$ cat src/rtl/sm_clk_ctrl.sv
// -----------------------------------------------------------------------------
// sm_clk_ctrl
//
// Generates the CPU clock from the system clock. It has three modes: free-run,
// single-step from a debounced button, and hold. Every high phase and every low
// phase lasts exactly H = 2^(SHIFT+div_cur) system cycles. A new period select
// takes effect only when a period starts, so a phase is never shortened or
// stretched. The block also provides a one-cycle tick on each rising edge of
// o_clk_out and a wrapping count of those rising edges.
//
// Parameters
//   SHIFT       base exponent of the half period
//   DIV_W       width of the period select
//   CNT_W       width of the rising-edge counter
//   DEB_CYCLES  consecutive stable samples needed to accept a new button level
//
// Ports
//   i_clk_in        system clock; all logic runs on its rising edge
//   i_rst           synchronous reset, active-high
//   i_enable        0 freezes the period counter and o_clk_out in place
//   i_mode          2'b00 run, 2'b01 step, 2'b1x hold
//   i_devide        period select, sampled only when a period starts
//   i_step_btn      raw asynchronous step button
//   o_clk_out       generated clock, 50% duty
//   o_clk_tick      1 in the cycle where o_clk_out goes 0->1
//   o_busy          1 while a period is in progress (not parked)
//   o_div_cur       period select in effect for the current period
//   o_cycle_count   number of o_clk_out rising edges since reset, wraps
// -----------------------------------------------------------------------------
module sm_clk_ctrl #(
  parameter int unsigned SHIFT      = 12,
  parameter int unsigned DIV_W      = 4,
  parameter int unsigned CNT_W      = 32,
  parameter int unsigned DEB_CYCLES = 16
) (
  input  logic             i_clk_in,
  input  logic             i_rst,
  input  logic             i_enable,
  input  logic [1:0]       i_mode,
  input  logic [DIV_W-1:0] i_devide,
  input  logic             i_step_btn,
  output logic             o_clk_out,
  output logic             o_clk_tick,
  output logic             o_busy,
  output logic [DIV_W-1:0] o_div_cur,
  output logic [CNT_W-1:0] o_cycle_count
);

  // The phase counter is just wide enough to hold H-1 for the largest select.
  localparam int unsigned CTR_W     = SHIFT + (1 << DIV_W) - 1;
  localparam int unsigned DEB_W     = $clog2(DEB_CYCLES + 1);
  localparam logic [DEB_W-1:0] DEB_LAST = DEB_W'(DEB_CYCLES - 1);
  localparam logic [CTR_W-1:0] CTR_ONES = '1;

  // Bit 0 of the state is the generated clock itself, so o_clk_out comes
  // straight from a flop and cannot glitch.
  localparam logic [1:0] ST_PARK = 2'b00;
  localparam logic [1:0] ST_HIGH = 2'b01;
  localparam logic [1:0] ST_LOW  = 2'b10;

  localparam logic [1:0] MODE_RUN  = 2'b00;
  localparam logic [1:0] MODE_STEP = 2'b01;

  // ---------------------------------------------------------------------------
  // Step button: two-flop synchroniser followed by a debounce counter
  // ---------------------------------------------------------------------------
  logic             r_sync1;
  logic             r_sync2;
  logic             r_step_clean;
  logic             r_step_clean_d;
  logic [DEB_W-1:0] r_deb_cnt;
  logic             w_step_edge;

  always_ff @(posedge i_clk_in) begin
    if (i_rst) begin
      r_sync1        <= 1'b0;
      r_sync2        <= 1'b0;
      r_step_clean   <= 1'b0;
      r_step_clean_d <= 1'b0;
      r_deb_cnt      <= '0;
    end else begin
      r_sync1        <= i_step_btn;
      r_sync2        <= r_sync1;
      r_step_clean_d <= r_step_clean;
      if (r_sync2 == r_step_clean) begin
        // Any sample that agrees with the accepted level restarts the count.
        r_deb_cnt <= '0;
      end else if (r_deb_cnt == DEB_LAST) begin
        r_step_clean <= ~r_step_clean;
        r_deb_cnt    <= '0;
      end else begin
        r_deb_cnt <= r_deb_cnt + 1'b1;
      end
    end
  end

  assign w_step_edge = r_step_clean & ~r_step_clean_d;

  // ---------------------------------------------------------------------------
  // Period generator
  // ---------------------------------------------------------------------------
  logic [1:0]       r_state;
  logic [CTR_W-1:0] r_ctr;
  logic             r_tick;
  logic [DIV_W-1:0] r_div_cur;
  logic [CNT_W-1:0] r_cycle_count;

  logic [1:0]       w_state_d;
  logic [CTR_W-1:0] w_ctr_d;
  logic             w_tick_d;
  logic [DIV_W-1:0] w_div_d;
  logic [CNT_W-1:0] w_cycle_count_d;
  logic             w_start;
  logic             w_ctr_zero;
  logic             w_mode_run;
  logic             w_mode_step;
  logic [CTR_W-1:0] w_half_new;
  logic [CTR_W-1:0] w_half_cur;

  assign w_ctr_zero  = (r_ctr == '0);
  assign w_mode_run  = (i_mode == MODE_RUN);
  assign w_mode_step = (i_mode == MODE_STEP);

  // H-1 = 2^(SHIFT+d)-1 is an all-ones mask. Shifting the full-width mask
  // right by (2^DIV_W-1-d), which equals ~d, produces it without a multiplier.
  assign w_half_new = CTR_ONES >> (~i_devide);
  assign w_half_cur = CTR_ONES >> (~r_div_cur);

  always_comb begin
    w_state_d       = r_state;
    w_ctr_d         = r_ctr;
    w_tick_d        = 1'b0;
    w_div_d         = r_div_cur;
    w_cycle_count_d = r_cycle_count;
    w_start         = 1'b0;

    // When i_enable is low, nothing advances. A step edge that arrives in
    // that cycle is dropped because it is never looked at.
    if (i_enable) begin
      case (r_state)
        ST_HIGH: begin
          // The mode is ignored here. Once a period starts, it always completes.
          if (w_ctr_zero) begin
            w_state_d = ST_LOW;
            w_ctr_d   = w_half_cur;
          end else begin
            w_ctr_d = r_ctr - 1'b1;
          end
        end
        ST_LOW: begin
          if (w_ctr_zero) begin
            // End of a period: this is the only point where the mode matters
            // for a running clock.
            if (w_mode_run) begin
              w_start = 1'b1;
            end else begin
              w_state_d = ST_PARK;
            end
          end else begin
            w_ctr_d = r_ctr - 1'b1;
          end
        end
        ST_PARK: begin
          if (w_mode_run || (w_mode_step && w_step_edge)) begin
            w_start = 1'b1;
          end
        end
        default: begin
          w_state_d = ST_PARK;
          w_ctr_d   = '0;
        end
      endcase

      if (w_start) begin
        w_state_d       = ST_HIGH;
        w_ctr_d         = w_half_new;
        w_tick_d        = 1'b1;
        w_div_d         = i_devide;
        w_cycle_count_d = r_cycle_count + 1'b1;
      end
    end
  end

  always_ff @(posedge i_clk_in) begin
    if (i_rst) begin
      r_state       <= ST_PARK;
      r_ctr         <= '0;
      r_tick        <= 1'b0;
      r_div_cur     <= '0;
      r_cycle_count <= '0;
    end else begin
      r_state       <= w_state_d;
      r_ctr         <= w_ctr_d;
      r_tick        <= w_tick_d;
      r_div_cur     <= w_div_d;
      r_cycle_count <= w_cycle_count_d;
    end
  end

  assign o_clk_out     = r_state[0];
  assign o_clk_tick    = r_tick;
  assign o_busy        = (r_state != ST_PARK);
  assign o_div_cur     = r_div_cur;
  assign o_cycle_count = r_cycle_count;

endmodule

$ cat config.mk
export PLATFORM = sky130hd
export DESIGN_NAME = sm_clk_ctrl
export DESIGN_NICKNAME = d
export VERILOG_FILES = /design/src/rtl/sm_clk_ctrl.sv
export SDC_FILE = /design/constraint.sdc
export NUM_CORES = 1
export LEC_CHECK = 0
export ABC_AREA = 1
export CAP_MARGIN = 20
export CORE_MARGIN = 2
export CORE_UTILIZATION = 35
export DETAILED_ROUTE_END_ITERATION = 12
export MAX_ROUTING_LAYER = met4
export PLACE_DENSITY_LB_ADDON = 0.15
export SYNTH_ARGS = -nofsm -noshare
export SYNTH_HDL_FRONTEND = slang
export SYNTH_SLANG_ARGS = --single-unit
$ cat constraint.sdc
create_clock -name i_clk_in -period 4.07 [get_ports i_clk_in]
set_clock_uncertainty 0.2 [all_clocks]
set_input_delay 0.6105 -clock i_clk_in [delete_from_list [all_inputs] [get_ports i_clk_in]]
set_output_delay 0.6105 -clock i_clk_in [all_outputs]
set_load 0.03 [all_outputs]
==> results_dict.tcl <==
set metrics [dict create \
    status "completed" \
    synth_ff_type "dfxtp_1" \
    ant_nets 0 \
    grt_usage_pct 20.37 \
    postCtsHoldBufs 0 \
    hold_class "reg -> reg" \
    cts_buffer_depth 2 \
    setup_slack_ns 1.265 \
    cts-root-buf "clkbuf_16" \
    via_count 5389 \
    syn_area_per_cell_um2 5.992 \
    r2r_start "r_state[0]$_SDFFE_PP0P_" \
    drt_iter0_drc 302 \
    relSlewSlack_pct 59.44 \
    dieArea_um2 16080 \
    power_switching_uw 966.7 \
    drc 0 \
    post_cts.repair.setup_buffers 0 \
    worstMarginPinSlew_ns 0.6084 \
    path_cells "inv_1 -> ha_1 -> inv_1 -> nor2_2 -> nand3_4 -> nand2_4 -> nor2_2 -> nor2_4 -> nand2_2 -> nor2_1 -> nor2_1" \
    nNetsFinal 935 \
    combPwrFrac_pct 33.7 \
    p_sw_share_pct 39.88 \
    holdCritStartpoint "r_sync1$_SDFF_PP0_" \
    crit_fanout 25 \
    crit_buf_inv 2 \
    synth_top_area_share_pct 28.44 \
    r2r-end "r_ctr[5]$_SDFFE_PP0P_" \
    dp_hpwl_um 11700 \
    dieWidth_um 126.8 \
    peakVddDrop_v 0.0001685 \
    rows 44 \
    synth-edff-count 0 \
    n_antenna_cell 0 \
    grt_first_pass_wirelength_um 25470 \
    clk_latency_ns 0.35 \
    hold_violations 0 \
    path_delay_family "simple AND/OR/NAND/NOR gates" \
    critPathKind "reg -> reg" \
    hold_depth 2 \
    gr-total-overflow 0 \
    fin_crit_sh_pct 68.91 \
    routed_wl_um 15490 \
    seq_area_frac_synth_pct 28.44 \
    first_pass_iters 5 \
    grt_pass1_vias 5114 \
    start_kind "flip-flop" \
    start_util_pct 36.05 \
    leakagePower_uw 0.002644 \
    rsz0062_at_grt "false" \
    synthesis.instances 881 \
    cts_buffers 9 \
    synth-seq-cells 75 \
    min_to "r_sync2$_SDFF_PP0_" \
    cp_slowest_stage_delay_ns 0.42 \
    dp_slack_ns 1.135 \
    async_flop_share_pct 0 \
    post_route_cells_drive_above_1_share_pct 7.267 \
    yosysTopAreaCell "dfxtp_1" \
    required_ns 4.11 \
    cpMaxStageDelayCell "nor2_4" \
    powerDensity_nw_per_um2 395.9 \
    avgViaCountPerCell 4.873 \
    io_pins 49 \
    fin_util_pct 41.81 \
    synth_area_leaders "dfxtp_1, nand2_1, nor2_1, inv_1, nand3_1" \
    core_um2 14640 \
    yosysUniqueCellTypes 36 \
    grt_start_max_net_pins 40 \
    min_period_ns 2.805 \
    pwr-share-clk_pct 31.9 \
    stdcell_area_um2 6123 \
    yosysWarningCount 0 \
    syn_nets 899 \
    clock-sinks 75 \
    numPortBuffers 48 \
    fmax_mhz 356.6 \
    setup_viol 0 \
    antenna_found_initial 0 \
    drv_slew 0 \
    num-fill-cells 1631 \
    synth.cell_area_um2 5279 \
    place_area_um2 5843 \
    cts_tree "built" \
    seqPwrFrac_pct 34.4 \
    finalSetupTns_ns 0 \
    cts_resized 0 \
    crit_arrival_ns 2.85 \
    place_congestion 0.9029 \
    p_int_uw 1458 \
    cap_violations 0 \
    area_delta_synth_final_pct 16.00 \
    end_kind "flip-flop" \
    r2r_setup_slack_ns 1.27 \
    dieHeight_um 126.8 \
    htree_levels 3 \
    wl_per_cell_um 14.00 \
    reg2reg_depth 11 \
    clk_pin_slew_ns 0.06 \
]
==> logic make-up (layout without fill, tap and decap cells) <==
| logic type | count (synthesis) | after routing | share of synthesized area [%] |
|---|---|---|---|
| AND/OR/NAND/NOR | 554 | 554 | 45.79 |
| buffers and inverters | 125 | 166 | 10.29 |
| AO/OA/AOI/OAI | 93 | 93 | 9.268 |
| flip-flops | 75 | 75 | 28.44 |
| XOR/XNOR | 26 | 26 | 4.314 |
| adder cells (fa/ha/maj) | 8 | 8 | 1.896 |
==> registers in the layout (all words and copies together) (netlist names) <==
| signal | flops |
|---|---|
| o_clk_tick | 1 |
| o_cycle_count | 32 |
| o_div_cur | 4 |
| r_ctr | 27 |
| r_deb_cnt | 5 |
| r_state | 2 |
| r_step_clean | 1 |
| r_step_clean_d | 1 |
| r_sync1 | 1 |
| r_sync2 | 1 |
==> worst max path at each step <==
| stage | start | end | cells past startpoint |
|---|---|---|---|
| after detailed placement | i_mode[0] | r_ctr[5]$_SDFFE_PP0P_ | 11 |
| after global placement | i_mode[0] | r_ctr[9]$_SDFFE_PP0P_ | 11 |
| after floorplan | r_state[0]$_SDFFE_PP0P_ | o_cycle_count[0]$_SDFFE_PP0P_ | 11 |
| final | r_state[0]$_SDFFE_PP0P_ | r_ctr[5]$_SDFFE_PP0P_ | 11 |
| after CTS | r_state[0]$_SDFFE_PP0P_ | r_ctr[5]$_SDFFE_PP0P_ | 11 |
| after global routing | r_state[0]$_SDFFE_PP0P_ | r_ctr[0]$_SDFFE_PP0P_ | 11 |
==> metrics by stage <==
step                hold WS, ns  total power (uW)  instances
finish                   0.1995              2424       1106
detailed placement       0.1936              1662       1090
global route             0.2221              2584       1106
global placement         0.1918              1665       1090
floorplan                0.1883              1462        881
CTS                      0.2022              2438       1106
==> power by group through the flow <==
stage	Combinational, uW	Sequential [uW]	Clock [uW]
finish	818	833	773
global route	928	839	817
CTS	817	832	789
detailed placement	814	848	0
global placement	815	850	0
floorplan	623	839	0
==> tightest hold or removal path, stage by stage, from the launching register on <==
cell and delay, ns:
dfxtp_1 0.29, inv_1 0.04, nor2_1 0.03
==> layer usage <==
layer	share of wire [%]	global-route usage (%)	vias up
met5	0	-	-
met4	2.2	7.369	0
met3	4.7	2.826	23
met2	46	33.30	131
met1	47	25.77	2386
li1	-	-	2849
==> cell usage in the layout, fill, tap and decap left out, types with 9 or more instances in the layout <==
| master | netlist | routed |
|---|---|---|
| a21oi_1 | 47 | 47 |
| clkbuf_16 | 0 | 9 |
| clkdlybuf4s50_1 | 0 | 48 |
| dfxtp_1 | 75 | 75 |
| inv_1 | 90 | 90 |
| nand2_1 | 271 | 271 |
| nand2_2 | 9 | 9 |
| nand3_1 | 53 | 53 |
| nand4_1 | 16 | 16 |
| nor2_1 | 148 | 148 |
| nor2_2 | 14 | 14 |
| nor3_1 | 16 | 16 |
| o21ai_0 | 25 | 25 |
| o21ai_1 | 10 | 10 |
| xor2_1 | 21 | 21 |
==> layout make-up <==
class / instances / area [um^2] / area share, %
inverter: 99 / 374.1 / 6.110
timing repair buffer: 51 / 503.0 / 8.214
multi-input combinational: 681 / 3234 / 52.82
tap: 184 / 230.2 / 3.760
clock buffer: 12 / 246.5 / 4.025
clock inverter: 4 / 33.78 / 0.5517
sequential: 75 / 1501 / 24.52
==> synth_stat cells, types with 12 or more instances <==
library cell    n
clkbuf_1       12
nor3_1         16
o21ai_0        25
nand4_1        16
nand3_1        53
nor2_2         14
nor2_1        148
inv_1          90
nand2_1       271
xor2_1         21
dfxtp_1        75
a21oi_1        47
Note: power is estimated with default switching activity, not from simulation.
